<file path="src/rtl/slc3_control.sv">
// rtl/slc3_control.sv - SLC3 Moore-FSM instruction sequencer (optional PAUSE states under SLC3_PAUSE_EN)
module slc3_control #(
    parameter int MEM_WAIT = 2
) (
    input  logic        Clk,
    input  logic        Reset_n,
    input  logic        Run,
    input  logic        Continue,
    input  logic [15:0] IR,
    input  logic        BEN,
    output logic        LD_MAR,
    output logic        LD_MDR,
    output logic        LD_IR,
    output logic        LD_BEN,
    output logic        LD_CC,
    output logic        LD_REG,
    output logic        LD_PC,
    output logic        LD_LED,
    output logic        GatePC,
    output logic        GateMDR,
    output logic        GateALU,
    output logic        GateMARMUX,
    output logic        SR2MUX,
    output logic        ADDR1MUX,
    output logic        DRMUX,
    output logic        SR1MUX,
    output logic [1:0]  PCMUX,
    output logic [1:0]  ADDR2MUX,
    output logic [1:0]  ALUK,
    output logic        MIO_EN,
    output logic        Mem_OE,
    output logic        Mem_WE,
    output logic [4:0]  State_dbg
);

    typedef enum logic [4:0] {
        S_HALTED = 5'd0,
        S_F1, S_F2, S_F3, S_DEC,
        S_ADD, S_AND, S_NOT, S_BR, S_BR_T, S_JMP, S_JSR, S_JSR2,
        S_LDR1, S_LDR2, S_LDR3, S_STR1, S_STR2, S_STR3,
        S_PAUSE1, S_PAUSE2
    } state_t;

    localparam logic [2:0] WAIT_INIT = 3'(MEM_WAIT);

    state_t     state, next_state;
    logic [2:0] wait_cnt;
    logic       wait_done;
    logic       enter_wait;
    logic       unused_inputs;

    assign wait_done     = (wait_cnt == 3'd0);
    assign enter_wait    = (next_state != state) && (next_state inside {S_F2, S_LDR2, S_STR3});
    assign State_dbg     = state;
    assign unused_inputs = ^{Continue, IR[11:6], IR[4:0]};

    always_ff @(posedge Clk or negedge Reset_n) begin
        if (!Reset_n) begin
            state    <= S_HALTED;
            wait_cnt <= 3'd0;
        end else begin
            state <= next_state;
            if (enter_wait)
                wait_cnt <= WAIT_INIT;
            else if (!wait_done)
                wait_cnt <= wait_cnt - 3'd1;
        end
    end

    always_comb begin
        next_state = state;
        LD_MAR     = 1'b0;
        LD_MDR     = 1'b0;
        LD_IR      = 1'b0;
        LD_BEN     = 1'b0;
        LD_CC      = 1'b0;
        LD_REG     = 1'b0;
        LD_PC      = 1'b0;
        LD_LED     = 1'b0;
        GatePC     = 1'b0;
        GateMDR    = 1'b0;
        GateALU    = 1'b0;
        GateMARMUX = 1'b0;
        SR2MUX     = 1'b0;
        ADDR1MUX   = 1'b0;
        DRMUX      = 1'b0;
        SR1MUX     = 1'b0;
        PCMUX      = 2'b00;
        ADDR2MUX   = 2'b00;
        ALUK       = 2'b00;
        MIO_EN     = 1'b0;
        Mem_OE     = 1'b0;
        Mem_WE     = 1'b0;

        case (state)
            S_HALTED: if (Run) next_state = S_F1;
            S_F1: begin
                GatePC     = 1'b1;
                LD_MAR     = 1'b1;
                LD_PC      = 1'b1;
                next_state = S_F2;
            end
            S_F2, S_LDR2: begin
                Mem_OE = 1'b1;
                MIO_EN = 1'b1;
                // MDR captures only once the memory has had its wait states
                if (wait_done) begin
                    LD_MDR     = 1'b1;
                    next_state = (state == S_F2) ? S_F3 : S_LDR3;
                end
            end
            S_F3: begin
                GateMDR    = 1'b1;
                LD_IR      = 1'b1;
                next_state = S_DEC;
            end
            S_DEC: begin
                LD_BEN = 1'b1;
                case (IR[15:12])
                    4'b0001: next_state = S_ADD;
                    4'b0101: next_state = S_AND;
                    4'b1001: next_state = S_NOT;
                    4'b0000: next_state = S_BR;
                    4'b1100: next_state = S_JMP;
                    4'b0100: next_state = S_JSR;
                    4'b0110: next_state = S_LDR1;
                    4'b0111: next_state = S_STR1;
`ifdef SLC3_PAUSE_EN
                    4'b1101: next_state = S_PAUSE1;
`endif
                    default: next_state = S_F1;
                endcase
            end
            S_ADD, S_AND: begin
                SR1MUX     = 1'b1;
                SR2MUX     = IR[5];
                ALUK       = (state == S_AND) ? 2'b01 : 2'b00;
                GateALU    = 1'b1;
                LD_REG     = 1'b1;
                LD_CC      = 1'b1;
                next_state = S_F1;
            end
            S_NOT: begin
                SR1MUX     = 1'b1;
                ALUK       = 2'b10;
                GateALU    = 1'b1;
                LD_REG     = 1'b1;
                LD_CC      = 1'b1;
                next_state = S_F1;
            end
            S_BR: next_state = BEN ? S_BR_T : S_F1;
            S_BR_T: begin
                ADDR2MUX   = 2'b10;
                PCMUX      = 2'b10;
                LD_PC      = 1'b1;
                next_state = S_F1;
            end
            S_JMP: begin
                SR1MUX     = 1'b1;
                ALUK       = 2'b11;
                GateALU    = 1'b1;
                PCMUX      = 2'b01;
                LD_PC      = 1'b1;
                next_state = S_F1;
            end
            // PC was already incremented in F1, so R7 gets the return address
            S_JSR: begin
                GatePC     = 1'b1;
                DRMUX      = 1'b1;
                LD_REG     = 1'b1;
                next_state = S_JSR2;
            end
            S_JSR2: begin
                ADDR2MUX   = 2'b11;
                PCMUX      = 2'b10;
                LD_PC      = 1'b1;
                next_state = S_F1;
            end
            S_LDR1, S_STR1: begin
                SR1MUX     = 1'b1;
                ADDR1MUX   = 1'b1;
                ADDR2MUX   = 2'b01;
                GateMARMUX = 1'b1;
                LD_MAR     = 1'b1;
                next_state = (state == S_LDR1) ? S_LDR2 : S_STR2;
            end
            S_LDR3: begin
                GateMDR    = 1'b1;
                LD_REG     = 1'b1;
                LD_CC      = 1'b1;
                next_state = S_F1;
            end
            S_STR2: begin
                ALUK       = 2'b11;
                GateALU    = 1'b1;
                LD_MDR     = 1'b1;
                next_state = S_STR3;
            end
            S_STR3: begin
                Mem_WE = 1'b1;
                if (wait_done) next_state = S_F1;
            end
`ifdef SLC3_PAUSE_EN
            S_PAUSE1: begin
                LD_LED = 1'b1;
                if (Continue) next_state = S_PAUSE2;
            end
            S_PAUSE2: if (!Continue) next_state = S_F1;
`endif
            default: next_state = S_HALTED;
        endcase
    end

endmodule
</file>
<file path="config.mk">
export PLATFORM = sky130hd
export DESIGN_NAME = slc3_control
export DESIGN_NICKNAME = d
export VERILOG_FILES = /design/src/rtl/slc3_control.sv
export SDC_FILE = /design/constraint.sdc
export NUM_CORES = 1
export LEC_CHECK = 0
export ABC_CLOCK_PERIOD_IN_PS = 2600
export CORE_UTILIZATION = 50
export DETAILED_ROUTE_END_ITERATION = 6
export DONT_BUFFER_PORTS = 1
export HOLD_SLACK_MARGIN = 0.06
export PLACE_DENSITY = 0.68
export SLEW_MARGIN = 20
export SYNTH_ARGS = -nofsm -noshare
export SYNTH_HDL_FRONTEND = slang
export SYNTH_SLANG_ARGS = --single-unit
</file>
<file path="constraint.sdc">
create_clock -name Clk -period 2.6 [get_ports Clk]
set_input_delay 0.26 -clock Clk [delete_from_list [all_inputs] [get_ports Clk]]
set_output_delay 0.26 -clock Clk [all_outputs]
set_load 0.05 [all_outputs]
</file>
# Yosys cells after proc, flatten, opt, wreduce, memory -nomap -nowiden
# Memories as Yosys holds them, arrays and structs flattened.
# Cells that the tools add are included.
# op_classes
addsub,1
multipliers,0
n_div,0
magnitude_cmp,0
n_eq_ne,23
shift,0
mux,30
bitwise_logic,0
reduce_logical,18
# ops
op,n
$pmux W5 S11,1
$eq A5 B4 Y1 const B,9
$eq A5 B3 Y1 const B,4
$eq A5 B5 Y1 const B,4
$mux W5,4
$mux W1,17
$eq A5 B2 Y1 const B,3
$reduce_or A2 Y1,7
$pmux W2 S3,2
$reduce_or A5 Y1,2
$mux W4,2
$reduce_or A4 Y1,2
$reduce_or A7 Y1,1
$mux W3,2
$reduce_or A6 Y1,1
$eq A5 B1 Y1 const B,1
$logic_not A5 Y1,1
$ne A5 B5 Y1,1
$pmux W2 S2,1
$logic_not A3 Y1,1
$reduce_bool A3 Y1,1
$reduce_or A3 Y1,1
$sub A3 B1 Y3 const B,1
$ne A2 B1 Y1 const B,1
2 further kinds,2
# totals
ff_bits,8
latchBits,0
ram_bits,0
mem_bits_ro,80
in_bits,21
out_inout_bits,30
elab_cells,75
mem_count,1
# mem_list
name,words,word_bits,read_ports,rd_clocked_by_memory_dff,wr,line_no,source
(name not given),16,5,1,0,0,119,case (IR[15:12])

# Longest topological paths before layout
# logic_depth
depth_word,8
ltp_mapped,8
depth_no_buf,8

# Worst setup path after synthesis
# Ideal clock, no wire load.
# synth_path
path_type,register to output
from,reg state[0] (netlist: State_dbg[0])
to,out SR2MUX
t_arrival_ps,2781
required_ps,2340
path_slack_ps,-441
stages_incl_launch_ff,5
n_path_buf,2
path_cell_list,dfrtp_1 > clkbuf_1 > clkbuf_1 > xnor2_1 > nor4_1
# synth_between
elab_chain_len,3
word_cells_on_any_way,4
cone_classes,2 x eq/ne; 1 x mux; 1 x reduce/logical
# synth_lines
element,line_no,source
start: declaration,46,"state_t state, next_state;"
start signal: assignment,62,state <= next_state;
$eq A5 B3 Y1,95,case (state)
$reduce_or A2 Y1 (*),95,
$mux W1 (*),95,
end: declaration,23,"output logic SR2MUX,"
# Every way passes the cells marked *; elsewhere a longest branch is shown, timed or not.

# Worst setup path after layout
# layout_path
from,reg state[3] (netlist: State_dbg[3])
to,out LD_REG
# layout_between
elab_chain_len,3
word_cells_on_any_way,7
cone_classes,5 x eq/ne; 1 x mux; 1 x reduce/logical
# layout_lines
element,line_no,source
$eq A5 B3 Y1 / $eq A5 B4 Y1 (equally long branches),95,
$reduce_or A5 Y1 (no source line) (*),n/a,
$mux W1 (*),95,
end: declaration,16,"output logic LD_REG,"
# Marked as above.

==> out/summary.txt <==
clk slew on worst S/H paths: 50 ps
Synth Flop Type: dfrtp_1
GR Util All Layers: 24.65%
endpoint class of the critical path: output pin
# IOs: 51
RSZ-0062 raised after global routing: no
Starting DRT DRC Count: 35
clk buf depth: 2
Req. time, crit path: 2340 ps
commonest cells after routing, fill and taps aside: buf_4 (29), nor2_1 (16), nand2_1 (14)
drc violations: 2
nets: 204
Worst Path Max Fanout: 15
H-Tree Depth: 1
Mapped Area: 1160 µm²
Syn Inst Count: 159
Final Power: 2020 µW
commonest non-fill, non-tap cell in the layout: buf_4
CP Data Arrival Time: 2120 ps
TritonCTS clock tree: done
post-route ant nets: 0
Slew Viols, Final: 0
Placer Congestion: 0.8846
Placed Cells: 199
Leak: 0.0006339 µW
drt total wl: 2752 µm
Sink Count: 8
Fin Setup TNS: 0 ps
Avg Inst Size Synth: 7.295 µm²
core footprint: 2191 µm²
Power Density: 1400 nW/µm²
status: finished, violations left
max_slew headroom: 48.24%
Seq/Total Area, Yosys: 17.26%
Worst VDD drop: 0.8740 mV
IO buf count: 0
number of global-route vias before repair: 1099
clock latency on the worst-skew pair: 250 ps
final instance area: 1443 µm²
number of synthesized flops with an enable pin: 0
Setup Viol. Count Final: 0
CP Launch Type: flop
area delta synth->final: 24.38%
Max Cap Violations: 0
largest net degree at the start of global routing: 27
WL/cell: 13.56 µm
vias post-DR: 1182
first-pass GRT wire length: 4809 µm
Initial Utilization: 52.94%
kind of critical path: reg -> out
Tmin final: 2381 ps
die span in y: 50.17 µm
grt total ovfl: 0
Final Hold Vio Count: 0
initial antenna violation count: 0
Hold Crit Class: in -> async
CTS buffer count: 3
dpl cell area: 1410 µm²
share of layout cells above drive strength 1: 29.71%
Yosys Warn Count: 0
First-pass DRT Iterations: 6
crit-path max cell delay: 650 ps
Netlist cell types: 50
die width: 50.17 µm
routed vias/inst: 5.823
Slew @ Worst Pin: 776.4 ps
# resized after CTS: 0
hold_buf cts: 1
ant diodes: 0
die area: 2517 µm²
final std cells w/o fill: 203
CP max stage cell: dfrtp_1
Final Skew: 2.116 ps
Root Driver: clkbuf_4
DP HPWL: 2068 µm
post-CTS setup buffer count: 0
Max Fclk: 0.4200 GHz
syn nets: 186
Final Cycle Share: 91.57%
Yosys reg bits: 8
ys async rst share: 100.0%
CP Cell Sequence: buf_4 > inv_2 > maj3_1 > nand2_1 > nor2_1 > or2_2
Std-Cell Rows: 17
fillers: 193
failing checks: design-rule violations
==> cell type report <==
type,count,area [µm²],area share (%)
clock buffer,3,22.52,1.561
inverter,5,18.77,1.301
multi-input combinational,127,898.4,62.27
sequential,8,200.2,13.88
tap,28,35.03,2.428
timing repair buffer,32,267.8,18.56
==> worst paths after layout <==
check,from,endpoint,slack (ps),cells past startpoint
min in group Clk,Run,State_dbg[0],410,4
max in group asynchronous,Reset_n,wait_cnt[1],2000,1
max reg2reg,State_dbg[0],wait_cnt[1],390,6
min reg2reg,wait_cnt[1],wait_cnt[1],600,2
max,State_dbg[3],LD_REG,220,6
min,Reset_n,State_dbg[4],350,1
==> synthesized netlist by cell type, types with 2 or more instances <==
cell type / count / share of area, %
buf_4: 4 / 2.6
nand3_1: 3 / 1.3
xnor2_1: 7 / 5.3
and3b_1: 2 / 1.5
a221o_1: 2 / 1.7
nand3b_1: 2 / 1.3
nor3_1: 3 / 1.3
nand2b_1: 10 / 5.4
clkbuf_1: 3 / 0.97
buf_2: 8 / 3.5
or2_2: 2 / 1.1
nor2b_1: 6 / 3.2
ha_1: 6 / 6.5
o31ai_1: 2 / 1.3
dfrtp_1: 8 / 17
nor2_1: 17 / 5.5
o21ai_1: 2 / 0.86
nor4_1: 4 / 2.2
o21ai_0: 6 / 2.6
buf_1: 3 / 0.97
nand2_1: 14 / 4.5
and2b_1: 2 / 1.3
mux2i_1: 2 / 1.7
inv_1: 4 / 1.3
a21oi_1: 12 / 5.2
==> through the flow <==
stage,utilization (%),setup WS [ps],hold WS [ps]
after floorplan,-,-419.2,-35.59
after global placement,64.36,465.7,-35.45
after CTS,65.85,200.6,341.6
final,65.85,219.3,346.9
after global routing,65.85,92.58,369.3
after detailed placement,64.36,443.0,-35.47
==> worst max-delay path, delay by kind of cell, from the launching register on <==
family / cells / cell delay [ps]
and+or+nand+nor: 3 / 530
buffers and inverters: 2 / 300
adders and majority gates: 1 / 370
DFF: 1 / 650
==> per-layer routing <==
metal	vias to the layer above	share of wire, %	GRT usage [%]
li1	586	-	-
met1	555	44	32.02
met2	36	50	41.11
met3	5	4.8	4.848
met4	0	0.91	6.667
met5	-	0	0
==> state kept, by name, summed over array words and instances, names as in the netlist <==
signal     cells
State_dbg      5
wait_cnt       3
==> report_power, final <==
group          internal [µW]  total (µW)  leakage [µW]  switching [µW]
clock                   52.6        92.4     0.0000138            39.8
sequential               177         324      0.000102             147
combinational            582        1600      0.000518            1020
==> kinds of logic after synthesis <==
group,Yosys count,synth area share (%)
buffers and inverters,24,10.57
multiplexers,3,2.697
adder cells (fa/ha/maj),7,7.335
AO/OA/AOI/OAI,39,22.98
flip-flops,8,17.26
AND/OR/NAND/NOR,69,32.79
other,1,0.3233
XOR/XNOR,8,6.041
No activity file was read; power rests on OpenSTA's default activity.
